$ cat src/rtl/multicycle_control.sv
// multicycle_control: control FSM for a multicycle RV32 subset datapath
// (lw, sw, R-type add/sub/and/or, addi, beq) with a retired-instruction counter.
// Build macro ILLEGAL_TRAP_EN: unknown opcode/funct traps to a sticky HALT state
// and raises illegal; without it, unknown instructions retire as a PC+4 NOP.
module multicycle_control (
  input  logic        clk,
  input  logic        reset,
  input  logic [6:0]  opcode,
  input  logic [2:0]  funct3,
  input  logic        funct7_5,
  input  logic        zero,
  output logic        PCWrite,
  output logic        IorD,
  output logic        MemRead,
  output logic        MemWrite,
  output logic        IRWrite,
  output logic        MemtoReg,
  output logic        ALUSrcA,
  output logic        PCSource,
  output logic        RegWrite,
  output logic [1:0]  ALUSrcB,
  output logic [3:0]  ALUControl,
  output logic [3:0]  state,
  output logic [31:0] instret,
  output logic        illegal
);

  typedef enum logic [3:0] {
    FETCH    = 4'd0,
    DECODE   = 4'd1,
    MEM_ADDR = 4'd2,
    MEM_RD   = 4'd3,
    LW_WB    = 4'd4,
    MEM_WR   = 4'd5,
    EXEC     = 4'd6,
    ALU_WB   = 4'd7,
    BRANCH   = 4'd8,
    BR_NT    = 4'd9,
    NOP_INC  = 4'd10,
    HALT     = 4'd11
  } state_t;

  localparam logic [6:0] OP_LOAD   = 7'b0000011;
  localparam logic [6:0] OP_STORE  = 7'b0100011;
  localparam logic [6:0] OP_R      = 7'b0110011;
  localparam logic [6:0] OP_IMM    = 7'b0010011;
  localparam logic [6:0] OP_BRANCH = 7'b1100011;

  localparam logic [3:0] ALU_AND = 4'b0000;
  localparam logic [3:0] ALU_OR  = 4'b0001;
  localparam logic [3:0] ALU_ADD = 4'b0010;
  localparam logic [3:0] ALU_SUB = 4'b0110;

  state_t cur_state;
  logic   is_lw, is_sw, is_rtype, is_addi, is_beq;
  logic   retire;

  assign state = cur_state;

  // Instruction class decode; R-type and addi are only legal for the funct codes the ALU supports
  always_comb begin
    is_lw    = (opcode == OP_LOAD);
    is_sw    = (opcode == OP_STORE);
    is_beq   = (opcode == OP_BRANCH);
    is_rtype = (opcode == OP_R) &&
               ((funct3 == 3'b000) || (funct3 == 3'b111) || (funct3 == 3'b110));
    is_addi  = (opcode == OP_IMM) && (funct3 == 3'b000);
  end

  // An instruction retires on the edge that leaves its final state
  always_comb begin
    case (cur_state)
      LW_WB, MEM_WR, ALU_WB, BR_NT, NOP_INC: retire = 1'b1;
      BRANCH:                                retire = zero;
      default:                               retire = 1'b0;
    endcase
  end

`ifdef ILLEGAL_TRAP_EN
  logic illegal_q;
  assign illegal = illegal_q;
`else
  assign illegal = 1'b0;
`endif

  // State sequencing, retired-instruction counter and sticky illegal flag
  always_ff @(posedge clk or negedge reset) begin
    if (!reset) begin
      cur_state <= FETCH;
      instret   <= '0;
`ifdef ILLEGAL_TRAP_EN
      illegal_q <= 1'b0;
`endif
    end else begin
      if (retire) instret <= instret + 32'd1;
      case (cur_state)
        FETCH:    cur_state <= DECODE;
        DECODE: begin
          if (is_lw || is_sw)            cur_state <= MEM_ADDR;
          else if (is_rtype || is_addi)  cur_state <= EXEC;
          else if (is_beq)               cur_state <= BRANCH;
          else begin
`ifdef ILLEGAL_TRAP_EN
            cur_state <= HALT;
            illegal_q <= 1'b1;
`else
            cur_state <= NOP_INC;
`endif
          end
        end
        MEM_ADDR: cur_state <= is_sw ? MEM_WR : MEM_RD;
        MEM_RD:   cur_state <= LW_WB;
        EXEC:     cur_state <= ALU_WB;
        BRANCH:   cur_state <= zero ? FETCH : BR_NT;
        HALT:     cur_state <= HALT;
        default:  cur_state <= FETCH;
      endcase
    end
  end

  // Moore control decode (PCWrite in BRANCH follows zero); reset forces everything low
  always_comb begin
    PCWrite    = 1'b0;
    IorD       = 1'b0;
    MemRead    = 1'b0;
    MemWrite   = 1'b0;
    IRWrite    = 1'b0;
    MemtoReg   = 1'b0;
    ALUSrcA    = 1'b0;
    PCSource   = 1'b0;
    RegWrite   = 1'b0;
    ALUSrcB    = 2'b00;
    ALUControl = ALU_ADD;
    case (cur_state)
      FETCH: begin
        MemRead = 1'b1;
        IRWrite = 1'b1;
      end
      DECODE:   ALUSrcB = 2'b10;
      MEM_ADDR: begin
        ALUSrcA = 1'b1;
        ALUSrcB = 2'b10;
      end
      MEM_RD: begin
        MemRead = 1'b1;
        IorD    = 1'b1;
        ALUSrcB = 2'b01;
        PCWrite = 1'b1;
      end
      LW_WB: begin
        RegWrite = 1'b1;
        MemtoReg = 1'b1;
      end
      MEM_WR: begin
        MemWrite = 1'b1;
        IorD     = 1'b1;
        ALUSrcB  = 2'b01;
        PCWrite  = 1'b1;
      end
      EXEC: begin
        ALUSrcA = 1'b1;
        ALUSrcB = (opcode == OP_IMM) ? 2'b10 : 2'b00;
        if (opcode == OP_R) begin
          case (funct3)
            3'b000:  ALUControl = funct7_5 ? ALU_SUB : ALU_ADD;
            3'b111:  ALUControl = ALU_AND;
            3'b110:  ALUControl = ALU_OR;
            default: ALUControl = ALU_ADD;
          endcase
        end
      end
      ALU_WB:   RegWrite = 1'b1;
      BRANCH: begin
        ALUSrcA    = 1'b1;
        ALUControl = ALU_SUB;
        PCSource   = 1'b1;
        PCWrite    = zero;
      end
      BR_NT, NOP_INC: begin
        ALUSrcB = 2'b01;
        PCWrite = 1'b1;
      end
      HALT:     ALUControl = '0;
      default: ;
    endcase
    if (!reset) begin
      PCWrite    = 1'b0;
      IorD       = 1'b0;
      MemRead    = 1'b0;
      MemWrite   = 1'b0;
      IRWrite    = 1'b0;
      MemtoReg   = 1'b0;
      ALUSrcA    = 1'b0;
      PCSource   = 1'b0;
      RegWrite   = 1'b0;
      ALUSrcB    = 2'b00;
      ALUControl = '0;
    end
  end

endmodule

$ cat config.mk
export PLATFORM = sky130hd
export DESIGN_NAME = multicycle_control
export DESIGN_NICKNAME = d
export VERILOG_FILES = /design/src/rtl/multicycle_control.sv
export SDC_FILE = /design/constraint.sdc
export NUM_CORES = 1
export LEC_CHECK = 0
export ABC_AREA = 1
export CORE_ASPECT_RATIO = 1.75
export CORE_MARGIN = 3
export CORE_UTILIZATION = 55
export CTS_BUF_LIST = sky130_fd_sc_hd__clkbuf_4 sky130_fd_sc_hd__clkbuf_8
export CTS_CLUSTER_DIAMETER = 200
export CTS_CLUSTER_SIZE = 40
export DETAILED_ROUTE_END_ITERATION = 7
export GPL_TIMING_DRIVEN = 0
export PLACE_DENSITY = 0.95
export SLEW_MARGIN = 20
export SYNTH_ARGS = -nofsm -noshare
export SYNTH_HDL_FRONTEND = slang
export SYNTH_SLANG_ARGS = --single-unit
$ cat constraint.sdc
create_clock -name clk -period 3.05 [get_ports clk]
set_clock_uncertainty 0.1 [all_clocks]
set_input_delay 0.61 -clock clk [delete_from_list [all_inputs] [get_ports clk]]
set_output_delay 0.61 -clock clk [all_outputs]
set_load 0.01 [all_outputs]
==> impl_results.md <==
* Port buffer count at 63
* R2R cell count at 10
* Hold-fix buffers at CTS at 0
* Most frequent cells in the layout: nand2_1, nor2_1, clkdlybuf4s50_1
* Max Cap Viol at 0
* Post-CTS sizing at 1
* Die Span Y at 95.63 um
* Die width at 57.22 um
* Post-synthesis async set-or-reset flop share at 1.000
* GR Layer Usage met1 at 0.2815
* Post-synthesis sequential area ratio at 0.3568
* Clk_lat worst skew at 0.29 ns
* Fin. Hold Viols at 0
* Sink Count at 36
* DRT iter0 DRCs at 88
* Syn. warnings at 0
* Final setup violating endpoints at 0
* Die ar. at 0.005472 mm^2
* #FFs+latches synth at 36
* Most common cell after layout, fill and taps aside: nand2_1
* Worst setup margin at 0.1113 ns
* VDD IR max at 0.5887 mV
* Top FF cell, synth: dfrtp_1
* Leakage power at 1.508 nW
* Hold crit path type: in -> async
* Final HPWL DP at 6073 um
* Global Route Usage Sum at 0.2933
* Final wirelength at 7451 um
* Number of detailed-route iterations in the first pass at 4
* CP max FO at 4
* Layout cell share with drive strength beyond 1 at 0.06458
* Combinational group share of total power at 0.499
* Mapped Avg Cell Area at 6.189 um^2
* IO Count at 66
* Clock buffer count from CTS at 5
* Yosys cell types at 28
* Site Rows at 32
* Flop pwr share at 0.328
* Sw Share at 0.4220
* CP required at 2.34 ns
* Routability Congestion at 0.8891
* Core area at 0.004404 mm^2
* Clock share of power at 0.174
* Worst R2R End: instret[20]$_DFFE_PN0P_
* Netlist area before placement at 0.002525 mm^2
* CTS clk-pin slew, worst paths at 0.07 ns
* Initial antenna violation count at 0
* Overflow after GRT at 0
* Drc violations at 0
* CTS Root Cell: clkbuf_8
* NetSw at 0.7991 mW
* Place WS at 0.08087 ns
* Period utilization at 0.9635
* Starting density of the core at 0.5733
* Cells after Synth at 408
* Post-CTS setup buffer count at 0
* Area delta synth->final at 32.36%
* Reg2reg start: instret[0]$_DFFE_PN0P_
* Number of H-tree levels at 2
* Vias per cell at 5.235
* Utilization of the core after routing at 0.7588
* Routed length per instance at 14.03 um
* Vias in the first global route at 2786
* GRT met2 Usage at 0.5382
* DR vias at 2780
* Crit start category: input port
* GR peak layer: met2
* WHS at 0.1353 ns
* Diode count at 0
* Fin nets at 495
* Max clock buf depth at 2
* Layout filler cell count at 367
* Crit path capture type: primary output
* Fmax at 0.3403 GHz
* Pin count of the biggest net entering global routing at 21
* Crit path time final at 2.939 ns
* Met3 GRT Util at 0.05827
* PD cells at 566.6 mW/mm^2
* Arrival time worst endpoint at 2.23 ns
* Max-slew violation count at 0
* ANT nets after route at 0
* CTS tree: done
* Setup CP Type: in -> out
* Flop2flop setup slack at 1.15 ns
* First-pass GRT wire length at 12340 um
* RSZ-0062 raised after global routing: no
* Power consumption at 1.894 mW
* Status: complete, no violations
* Int Pwr at 1.094 mW
* Post-synth EDFFs at 0
==> worst max-delay path by stage <==
| stage | end | slack [ns] | from |
|---|---|---|---|
| 2_1_floorplan | ALUControl[0] | 0.98 | state[0]$_DFF_PN0_ |
| 3_3_place_gp | ALUSrcB[1] | -1.42 | reset |
| 3_5_place_dp | ALUControl[0] | 0.08 | opcode[3] |
| 4_1_cts | ALUControl[0] | 0.06 | opcode[3] |
| 5_1_grt | ALUControl[1] | 0.01 | opcode[3] |
| 6_report | ALUControl[1] | 0.11 | opcode[4] |
==> cell usage after synthesis, types with 2 or more instances <==
cell type | n | area (um^2)
nand4_1 | 3 | 18.77
buf_4 | 3 | 22.52
xor2_1 | 7 | 61.31
a21oi_1 | 2 | 10.01
nor2_1 | 71 | 266.5
nand2_1 | 180 | 675.7
nor2_4 | 2 | 22.52
o21ai_0 | 6 | 30.03
dfrtp_1 | 36 | 900.9
a31oi_1 | 2 | 12.51
xnor2_1 | 7 | 61.31
nand2_2 | 5 | 31.28
nor3_1 | 3 | 15.01
buf_6 | 2 | 22.52
nor2_2 | 3 | 18.77
inv_1 | 41 | 153.9
nand3_1 | 24 | 120.1
==> registers in the layout, summed over array words and instances (netlist names) <==
name and flops:
instret 32, state 4
==> worst max-delay path, cell delays in order <==
cell             delay [ns]
clkdlybuf4s50_1        0.53
nand3_1                0.10
nor2_1                 0.18
nand3_2                0.13
a21oi_1                0.14
nor2_1                 0.05
clkdlybuf4s50_1        0.48
==> kinds of logic (layout without fill, tap and decap cells) <==
| group | Yosys count | count (layout) | share of synthesized area |
|---|---|---|---|
| buf+inv | 49 | 120 | 0.08474 |
| fa+ha+maj | 1 | 1 | 0.004955 |
| simple gates | 294 | 294 | 0.4752 |
| xor+xnor | 14 | 14 | 0.04856 |
| compound gates | 13 | 13 | 0.02825 |
| other cells | 1 | 2 | 0.001485 |
| flops | 36 | 36 | 0.3568 |
==> power by group through the flow <==
stage               Clock (mW)  Combinational (mW)  Sequential [mW]
floorplan                    0               0.514            0.641
CTS                      0.329               0.947            0.621
global placement             0               0.911            0.624
detailed placement           0               0.937            0.628
global route             0.349                1.02            0.634
finish                   0.329               0.944            0.621
==> final cells by class <==
type / instances / area (um^2) / share of cell area
inverter: 43 / 163.9 / 0.04905
timing repair buffer: 64 / 658.1 / 0.1969
multi-input combinational: 324 / 1424 / 0.4261
clock inverter: 1 / 5.005 / 0.001498
tap: 51 / 63.81 / 0.01909
sequential: 36 / 900.9 / 0.2696
buffer: 6 / 50.05 / 0.01498
clock buffer: 6 / 76.32 / 0.02284
==> metrics by stage <==
stage	TNS [ns]	cells	cell area, um^2
2_1_floorplan	0	409	2529
3_3_place_gp	-16.72	523	3223
3_5_place_dp	0	524	3246
4_1_cts	0	531	3332
5_1_grt	0	531	3342
6_report	0	531	3342
==> metal layers <==
layer | share of wire | routed length, um
met2 | 0.53 | 3931
met3 | 0.052 | 389
met4 | 0.072 | 533
met1 | 0.35 | 2596
met5 | 0 | 0
(Power assumes the default switching activity.)
